**src/rtl/uart_alu_responder.sv**
```systemverilog
// Device-side request/response engine: collects A, B and opcode bytes from the
// receiver, evaluates them in a small ALU and hands one result byte to the transmitter.
module uart_alu_responder #(
    parameter int NB_DATA        = 8,
    parameter int NB_OP          = 6,
    parameter int TIMEOUT_CYCLES = 25000000
) (
    input  logic               i_clk,
    input  logic               i_reset,
    input  logic [NB_DATA-1:0] i_rx_data,
    input  logic               i_rx_valid,
    input  logic               i_tx_ready,
    output logic [NB_DATA-1:0] o_tx_data,
    output logic               o_tx_valid,
    output logic               o_busy,
    output logic               o_error
);

    // state  | meaning
    // GET_A  | waiting for operand A (no timeout)
    // GET_B  | waiting for operand B (timed)
    // GET_OP | waiting for opcode (timed)
    // EXEC   | one cycle: register ALU result
    // SEND   | hold result until the transmitter is ready
    localparam logic [2:0] ST_GET_A  = 3'd0;
    localparam logic [2:0] ST_GET_B  = 3'd1;
    localparam logic [2:0] ST_GET_OP = 3'd2;
    localparam logic [2:0] ST_EXEC   = 3'd3;
    localparam logic [2:0] ST_SEND   = 3'd4;

    localparam logic [NB_OP-1:0] OP_ADD = NB_OP'(6'b100000);
    localparam logic [NB_OP-1:0] OP_SUB = NB_OP'(6'b100010);
    localparam logic [NB_OP-1:0] OP_AND = NB_OP'(6'b100100);
    localparam logic [NB_OP-1:0] OP_OR  = NB_OP'(6'b100101);
    localparam logic [NB_OP-1:0] OP_XOR = NB_OP'(6'b100110);
    localparam logic [NB_OP-1:0] OP_NOR = NB_OP'(6'b100111);
    localparam logic [NB_OP-1:0] OP_SRA = NB_OP'(6'b000011);
    localparam logic [NB_OP-1:0] OP_SRL = NB_OP'(6'b000010);

    localparam int CNT_W = (TIMEOUT_CYCLES > 1) ? $clog2(TIMEOUT_CYCLES) : 1;
    localparam logic [CNT_W-1:0]   CNT_LAST    = CNT_W'(TIMEOUT_CYCLES - 1);
    localparam logic [NB_DATA-1:0] SHIFT_LIMIT = NB_DATA'(NB_DATA);

    logic [2:0]         state_q,  state_d;
    logic [NB_DATA-1:0] a_q,      a_d;
    logic [NB_DATA-1:0] b_q,      b_d;
    logic [NB_OP-1:0]   op_q,     op_d;
    logic [NB_DATA-1:0] result_q, result_d;
    logic [CNT_W-1:0]   cnt_q,    cnt_d;

    logic [NB_DATA-1:0] alu_res;
    logic               op_known;
    logic               timeout_fire;

    always_comb begin
        alu_res  = '0;
        op_known = 1'b1;
        case (op_q)
            OP_ADD: alu_res = a_q + b_q;
            OP_SUB: alu_res = a_q - b_q;
            OP_AND: alu_res = a_q & b_q;
            OP_OR:  alu_res = a_q | b_q;
            OP_XOR: alu_res = a_q ^ b_q;
            OP_NOR: alu_res = ~(a_q | b_q);
            OP_SRA: begin
                if (b_q >= SHIFT_LIMIT) begin
                    alu_res = {NB_DATA{a_q[NB_DATA-1]}};
                end else begin
                    alu_res = $unsigned($signed(a_q) >>> b_q);
                end
            end
            OP_SRL: alu_res = a_q >> b_q;
            default: op_known = 1'b0;
        endcase
    end

    always_comb begin
        state_d      = state_q;
        a_d          = a_q;
        b_d          = b_q;
        op_d         = op_q;
        result_d     = result_q;
        cnt_d        = cnt_q;
        timeout_fire = 1'b0;
        case (state_q)
            ST_GET_A: begin
                cnt_d = '0;
                if (i_rx_valid) begin
                    a_d     = i_rx_data;
                    state_d = ST_GET_B;
                end
            end
            ST_GET_B, ST_GET_OP: begin
                // A byte arriving in the expiry cycle is taken; the timeout loses.
                if (i_rx_valid) begin
                    cnt_d = '0;
                    if (state_q == ST_GET_B) begin
                        b_d     = i_rx_data;
                        state_d = ST_GET_OP;
                    end else begin
                        op_d    = i_rx_data[NB_OP-1:0];
                        state_d = ST_EXEC;
                    end
                end else if (cnt_q == CNT_LAST) begin
                    timeout_fire = 1'b1;
                    cnt_d        = '0;
                    state_d      = ST_GET_A;
                end else begin
                    cnt_d = cnt_q + 1'b1;
                end
            end
            ST_EXEC: begin
                result_d = alu_res;
                state_d  = ST_SEND;
            end
            ST_SEND: begin
                if (i_tx_ready) begin
                    state_d = ST_GET_A;
                end
            end
            default: state_d = ST_GET_A;
        endcase
    end

    always_ff @(posedge i_clk) begin
        if (i_reset) begin
            state_q  <= ST_GET_A;
            a_q      <= '0;
            b_q      <= '0;
            op_q     <= '0;
            result_q <= '0;
            cnt_q    <= '0;
        end else begin
            state_q  <= state_d;
            a_q      <= a_d;
            b_q      <= b_d;
            op_q     <= op_d;
            result_q <= result_d;
            cnt_q    <= cnt_d;
        end
    end

    // Pulses are gated by reset so a reset landing in SEND never leaks a transfer.
    assign o_tx_data  = result_q;
    assign o_tx_valid = !i_reset && (state_q == ST_SEND) && i_tx_ready;
    assign o_busy     = (state_q == ST_EXEC) || (state_q == ST_SEND);
    assign o_error    = !i_reset && (timeout_fire || ((state_q == ST_EXEC) && !op_known));

endmodule
```
**config.mk**
```make
export PLATFORM = sky130hd
export DESIGN_NAME = uart_alu_responder
export DESIGN_NICKNAME = d
export VERILOG_FILES = /design/src/rtl/uart_alu_responder.sv
export SDC_FILE = /design/constraint.sdc
export NUM_CORES = 1
export LEC_CHECK = 0
export ABC_AREA = 1
export ABC_CLOCK_PERIOD_IN_PS = 3460
export BUFFER_PORTS_ARGS = -buffer_cell sky130_fd_sc_hd__buf_2
export CORE_ASPECT_RATIO = 0.75
export CORE_MARGIN = 1
export CORE_UTILIZATION = 59
export CTS_BUF_LIST = sky130_fd_sc_hd__clkbuf_4
export DETAILED_ROUTE_END_ITERATION = 12
export PLACE_DENSITY = 0.77
export SLEW_MARGIN = 40
export SYNTH_ARGS = -nofsm -noshare
export SYNTH_HDL_FRONTEND = slang
export SYNTH_SLANG_ARGS = --single-unit
export TNS_END_PERCENT = 20
```
**constraint.sdc**
```tcl
create_clock -name i_clk -period 3.46 [get_ports i_clk]
set_clock_uncertainty 0.05 [all_clocks]
set_input_delay 0.346 -clock i_clk [delete_from_list [all_inputs] [get_ports i_clk]]
set_output_delay 0.346 -clock i_clk [all_outputs]
set_load 0.1 [all_outputs]
```
==> results of run 1 <==
## cell families after synthesis
kind of cell | synth area share (%)
xor+xnor | 2.640
flops | 26.92
buf+inv | 8.268
fa+ha+maj | 7.717
compound gates | 13.87
simple gates | 40.59
## final timing paths
path                     start            to  cells past startpoint
setup / recovery    state_q[1]       o_error                      6
hold reg to reg      cnt_q[20]     cnt_q[20]                      2
setup reg to reg        b_q[1]  o_tx_data[5]                     16
hold / removal    i_rx_data[6]        b_q[6]                      3
## timing repair
item,in CTS,in global routing
hold buffers,0,0
hold endpoints to repair,0,0
setup endpoints to repair,0,1
gates resized for setup,0,1
## sequential cells by signal, summed over array words and instances (netlist names)
register   cells
cnt_q         25
b_q            8
op_q           6
state_q        3
o_tx_data      8
a_q            8
## area by class of cell
class | count | area share [%]
Sequential cell | 58 | 24.85
Inverter | 78 | 6.265
Clock inverter | 7 | 1.794
Timing Repair Buffer | 27 | 3.159
Tap cell | 98 | 2.624
Multi-Input combinational cell | 520 | 59.87
Clock buffer | 9 | 1.446
## power groups by stage
| stage | clock, mW | sequential, mW | combinational [mW] |
|---|---|---|---|
| finish | 0.558 | 0.768 | 0.821 |
| global route | 0.585 | 0.772 | 0.936 |
| CTS | 0.559 | 0.764 | 0.806 |
| detailed placement | 0 | 0.780 | 0.798 |
| global placement | 0 | 0.779 | 0.784 |
| floorplan | 0 | 0.763 | 0.629 |
## cells in the final DEF, fill, tap and decap left out, types with 7 or more instances in the layout
cell type  count
inv_1         70
nor3_1        11
dfxtp_1       58
xor2_1         9
nand3_1       61
nand2_1      178
nor2_1        58
ha_1          25
clkbuf_4       9
a21oi_1       59
nor2_2         7
nand4_1       17
o21ai_0       41
buf_2         22
## worst min-delay path, delay by kind of cell
kind | cells | cell delay, ps
AOI/OAI and AO/OA | 2 | 170
buffers and inverters | 1 | 80
## metal layers
metal | GRT usage [%] | vias to the layer above | part of all wire (%)
met5 | 0 | - | 0
met4 | 6.667 | 0 | 0.71
met3 | 6.789 | 13 | 8.5
met2 | 46.23 | 180 | 40
met1 | 50.83 | 2045 | 50
li1 | - | 2261 | -
==> impl_metrics.toml, run 1 <==
[placement]
dpl_cell_area_mm2 = 0.004519
placed_cells = 781
hpwl_mm = 9.137
gp_congestion = 0.9676
dp_worst_setup_slack_ps = 386.0
port_buffers = 22

[power_and_ir_drop]
p_leak_nw = 2.122
seqPwrFrac_pct = 35.8
finalPower_mw = 2.147
switchingPower_uw = 880.0
pwr-share-comb_pct = 38.2
swShare_pct = 40.99
p_int_mw = 1.267
powerDensity_mw_per_mm2 = 459.4
irDropWorstVdd_uv = 296.7
clockPowerShare_pct = 26.0

[detailed_routing]
drc = 0
ant_nets = 0
vias_per_cell = 5.645
firstDrtPassIters = 5
routed_wl_mm = 11.77
vias = 4499
drt-initial-drc-count = 345
wl_per_cell_um = 14.77

[clock_tree]
cts_made_buffers = 9
cts_buffer_depth = 2
clk_pin_slew_ps = 100
cts_root_buffer = "clkbuf_4"
clk_latency_ps = 430
cts_tree = "done"
clock-sinks = 58
htree_levels = 3
cts_setup_buffers = 0

[cells_and_area]
antenna_cells = 0
nNetsFinal = 732
multi_input_area_mm2 = 0.002798
seqCellArea_mm2 = 0.001161
syn_to_final_growth_pct = 8.355
fill_cells = 645
final_util_pct = 67.44
stdcell_area_mm2 = 0.004673
drive_gt1_share_pct = 11.59
instances_no_fill = 797

[setup_path]
cp-start-kind = "flop"
cp_num_buf_inv = 2
cpPeakStageDelay_ps = 440
path_class = "reg -> out"
worst_ep_required_time_ps = 3060
critPathArrivalTime_ps = 2590
setup.worst_path.end_class = "output pin"
crit_chain = "nand2_2 > nor2_2 > inv_2 > nor4_1 > o21a_1 > buf_2"
worstPathMaxFanout = 10
crit_family = "simple AND/OR/NAND/NOR gates"
cp_slowest_cell = "dfxtp_1"
r2r_setup_slack_ps = 490

[sta]
layout_min_cycle_time_ps = 2984
post-route-period-util_pct = 86.25
hold_viol = 0
hold_ws_ps = 168.8
setup_slack_ps = 475.9
rsz0062_at_grt = "false"
maxSlewViolCount = 0
setup_tns_ps = 0
tightestPinTransition_ps = 692.3
max_freq_mhz = 335.1
slew_headroom_pct = 53.79
setup_viol = 0

[floorplanning]
die_w_um = 100.7
die_h_um = 76.05
row_count = 26
core_mm2 = 0.006929
ioPinCount = 23
dieArea_mm2 = 0.007660
initial_utilization_pct = 62.24

[synth]
synth_top_area_share_pct = 26.92
synthArstFlopShare_pct = 0
yosysSeqAreaShare_pct = 26.92
syn_inst = 670
yosysMostFrequentCell = "nand2_1"
synth_edf_count = 0
synth_cell_types = 42
synth_largest_area_cell = "dfxtp_1"
synth_common_cells = "178 x nand2_1, 70 x inv_1, 61 x nand3_1"
ys_top_cells_by_area = "dfxtp_1 27%, nand2_1 15%, ha_1 7.3%, nand3_1 7.1%, a21oi_1 6.8%"
syn-mean-instance-area_um2 = 6.437
synth_warnings = 0
yosys_register_bits = 58
syn_nets = 708
syn_area_mm2 = 0.004313
ys.flop_type = "dfxtp_1"

[min_path]
min_path_type = "in -> reg"

[global_routing]
grt_pass1_wl_mm = 19.67
antenna_found_initial = 0
grt_max_degree = 28
grt.overflow.total = 0
grt_usage_pct = 32.79
first_global_vias = 4044

[outcome]
status = "finished, final reports clean"

[job]
max_cap_viol_count = 0
No activity file was read; power rests on OpenSTA's default activity.
==> inputs of run 2 (changes only) <==
--- a/config.mk
+++ b/config.mk
@@ -14,6 +14,7 @@
 export CTS_BUF_LIST = sky130_fd_sc_hd__clkbuf_4
 export DETAILED_ROUTE_END_ITERATION = 12
 export PLACE_DENSITY = 0.77
+export SKIP_LAST_GASP = 1
 export SLEW_MARGIN = 40
 export SYNTH_ARGS = -nofsm -noshare
 export SYNTH_HDL_FRONTEND = slang
==> constraint.sdc (replaced) <==
create_clock -name i_clk -period 3.46 [get_ports i_clk]
set_clock_uncertainty 0.05 [all_clocks]
set_input_delay 0.519 -clock i_clk [delete_from_list [all_inputs] [get_ports i_clk]]
set_output_delay 0.519 -clock i_clk [all_outputs]
set_load 0.1 [all_outputs]
==> run 2 against run 1 <==
  * Sequential share of layout area fell by 0.11 points
  * Global-route usage rose by 0.31 points
  * Wire length rose by 0.86%
  * Sequential power barely moved
  * Register-to-register slack improved by 20 ps
  * Critical endpoint unchanged
==> impl_metrics.toml, run 2 (synthesized netlist as in run 1, its figures left out) <==
[clock_tree]
clk_latency_ps = 410
clock-sinks = 58
clk_pin_slew_ps = 110
htree_levels = 3
cts_hold_buffers = 0
cts_buffer_depth = 2
cts_tree = "done"
cts_made_buffers = 9
cts_setup_buffers = 0
cts_root_buffer = "clkbuf_4"

[floorplanning]
ioPinCount = 23
die_h_um = 76.05
dieArea_mm2 = 0.007660
core_mm2 = 0.006929
row_count = 26
initial_utilization_pct = 62.24
die_w_um = 100.7

[global_routing]
grt_usage_pct = 33.11
grt_pass1_wl_mm = 20.11
first_global_vias = 4139
grt.overflow.total = 0
antenna_found_initial = 0
grt_max_degree = 27

[placement]
dpl_cell_area_mm2 = 0.004534
hpwl_mm = 9.277
gp_congestion = 0.9711
port_buffers = 22

[detailed_routing]
firstDrtPassIters = 5
wl_per_cell_um = 14.86
vias = 4489
wl_met2_mm = 4.802
ant_nets = 0
wl_met3_mm = 1.004
drt-initial-drc-count = 369
vias_per_cell = 5.618
routed_wl_mm = 11.87
top_layer = "met4"
wl_met1_mm = 5.976
drc = 0

[sta]
rsz0062_at_grt = "false"
slew_headroom_pct = 52.82
maxSlewViolCount = 0
layout_min_cycle_time_ps = 2954
setup_tns_ps = 0
hold_viol = 0
max_freq_mhz = 338.5
tightestPinTransition_ps = 703.5
setup_viol = 0
post-route-period-util_pct = 85.38
hold_ws_ps = 351.4

[job]
max_cap_viol_count = 0

[cells_and_area]
layout_common_cells = "178 x nand2_1, 70 x inv_1, 61 x nand3_1, 59 x a21oi_1"
stdcell_area_mm2 = 0.004693
largest_reg_flops = 25
antenna_cells = 0
syn_to_final_growth_pct = 8.819
final_util_pct = 67.73
nNetsFinal = 734
top_register = "cnt_q"
drive_gt1_share_pct = 12.13
final_common_cell = "nand2_1"

[min_path]
min_to = "b_q[6]"
hold_start = "i_rx_data[6]"
hold_depth = 3
min_path_type = "in -> reg"

[setup_path]
rr_worst_depth = 16
cp-start-kind = "flop"
path_class = "reg -> out"
worst_ep_required_time_ps = 2890
r2r-end = "o_tx_data[5]"
timing.rr.start = "b_q[1]"
cpPeakStageDelay_ps = 420
cp_num_buf_inv = 2
r2r_setup_slack_ps = 510
setup.worst_path.end_class = "output pin"
crit_chain = "ha_1 > nand3_2 > nor2_2 > nand4_1 > buf_4 > nor3_1 > o21a_1 > buf_2"
worstPathMaxFanout = 11
crit_family = "buffers and inverters"
critPathArrivalTime_ps = 2380
cp_slowest_cell = "buf_2"

[power_and_ir_drop]
finalPower_mw = 2.162
irDropWorstVdd_uv = 306.3
powerDensity_mw_per_mm2 = 460.7
p_leak_nw = 2.138

[outcome]
status = "finished, final reports clean"
run 2: cell count changes in the layout (fill, tap and decap cells not counted):
cell and change:
buf_4 +2, clkinv_1 -2, clkbuf_4 +1, clkinv_2 +1
run 2: worst max-delay path by stage:
stage | from | slack [ps] | cells after the start | end
finish | cnt_q[0] | 510 | 8 | o_error
CTS | op_q[5] | 350 | 18 | o_tx_data[5]
global placement | op_q[5] | 550 | 18 | o_tx_data[5]
global route | op_q[5] | 240 | 18 | o_tx_data[5]
floorplan | state_q[1] | 50 | 3 | o_busy
detailed placement | op_q[5] | 390 | 18 | o_tx_data[5]
run 2: worst reg2reg max path: cells and delay by family (launching register included):
| family | cells | cell delay [ps] |
|---|---|---|
| adders and majority gates | 2 | 600 |
| and+or+nand+nor | 10 | 960 |
| AOI/OAI and AO/OA | 2 | 320 |
| DFF | 1 | 600 |
| buffers and inverters | 1 | 200 |
| xor gates and xnor gates | 1 | 140 |
run 2: power breakdown:
group / internal (mW) / switching (mW) / leakage (nW)
sequential: 0.708 / 0.0604 / 0.471
combinational: 0.275 / 0.553 / 1.58
clock: 0.297 / 0.269 / 0.0854
total: 1.28 / 0.882 / 2.14
run 2: metal layers:
| metal | vias up | GRT usage [%] |
|---|---|---|
| li1 | 2264 | - |
| met1 | 2044 | 50.40 |
| met2 | 170 | 47.12 |
| met3 | 11 | 7.431 |
| met4 | 0 | 7.101 |
| met5 | - | 0 |
run 2: repair_timing:
item,in CTS,in global routing
hold endpoints to repair,0,0
resized for setup,0,1
setup endpoints to repair,0,2
run 2: per-stage QoR:
stage | instances | worst slack (ps)
after floorplan | 670 | 54.02
after detailed placement | 783 | 393.4
after global routing | 799 | 235.2
after CTS | 799 | 348.2
after global placement | 783 | 550.1
final | 799 | 506.0
run 2: layout make-up:
type                    instances  area (um^2)
multi-input cells             520         2798
inverters                      78        292.8
clock inverters                 6        81.33
fillers                       664         2236
clock buffers                  10        75.07
repair buffers                 29        162.7
flip-flops and latches         58         1161
well taps                      98        122.6
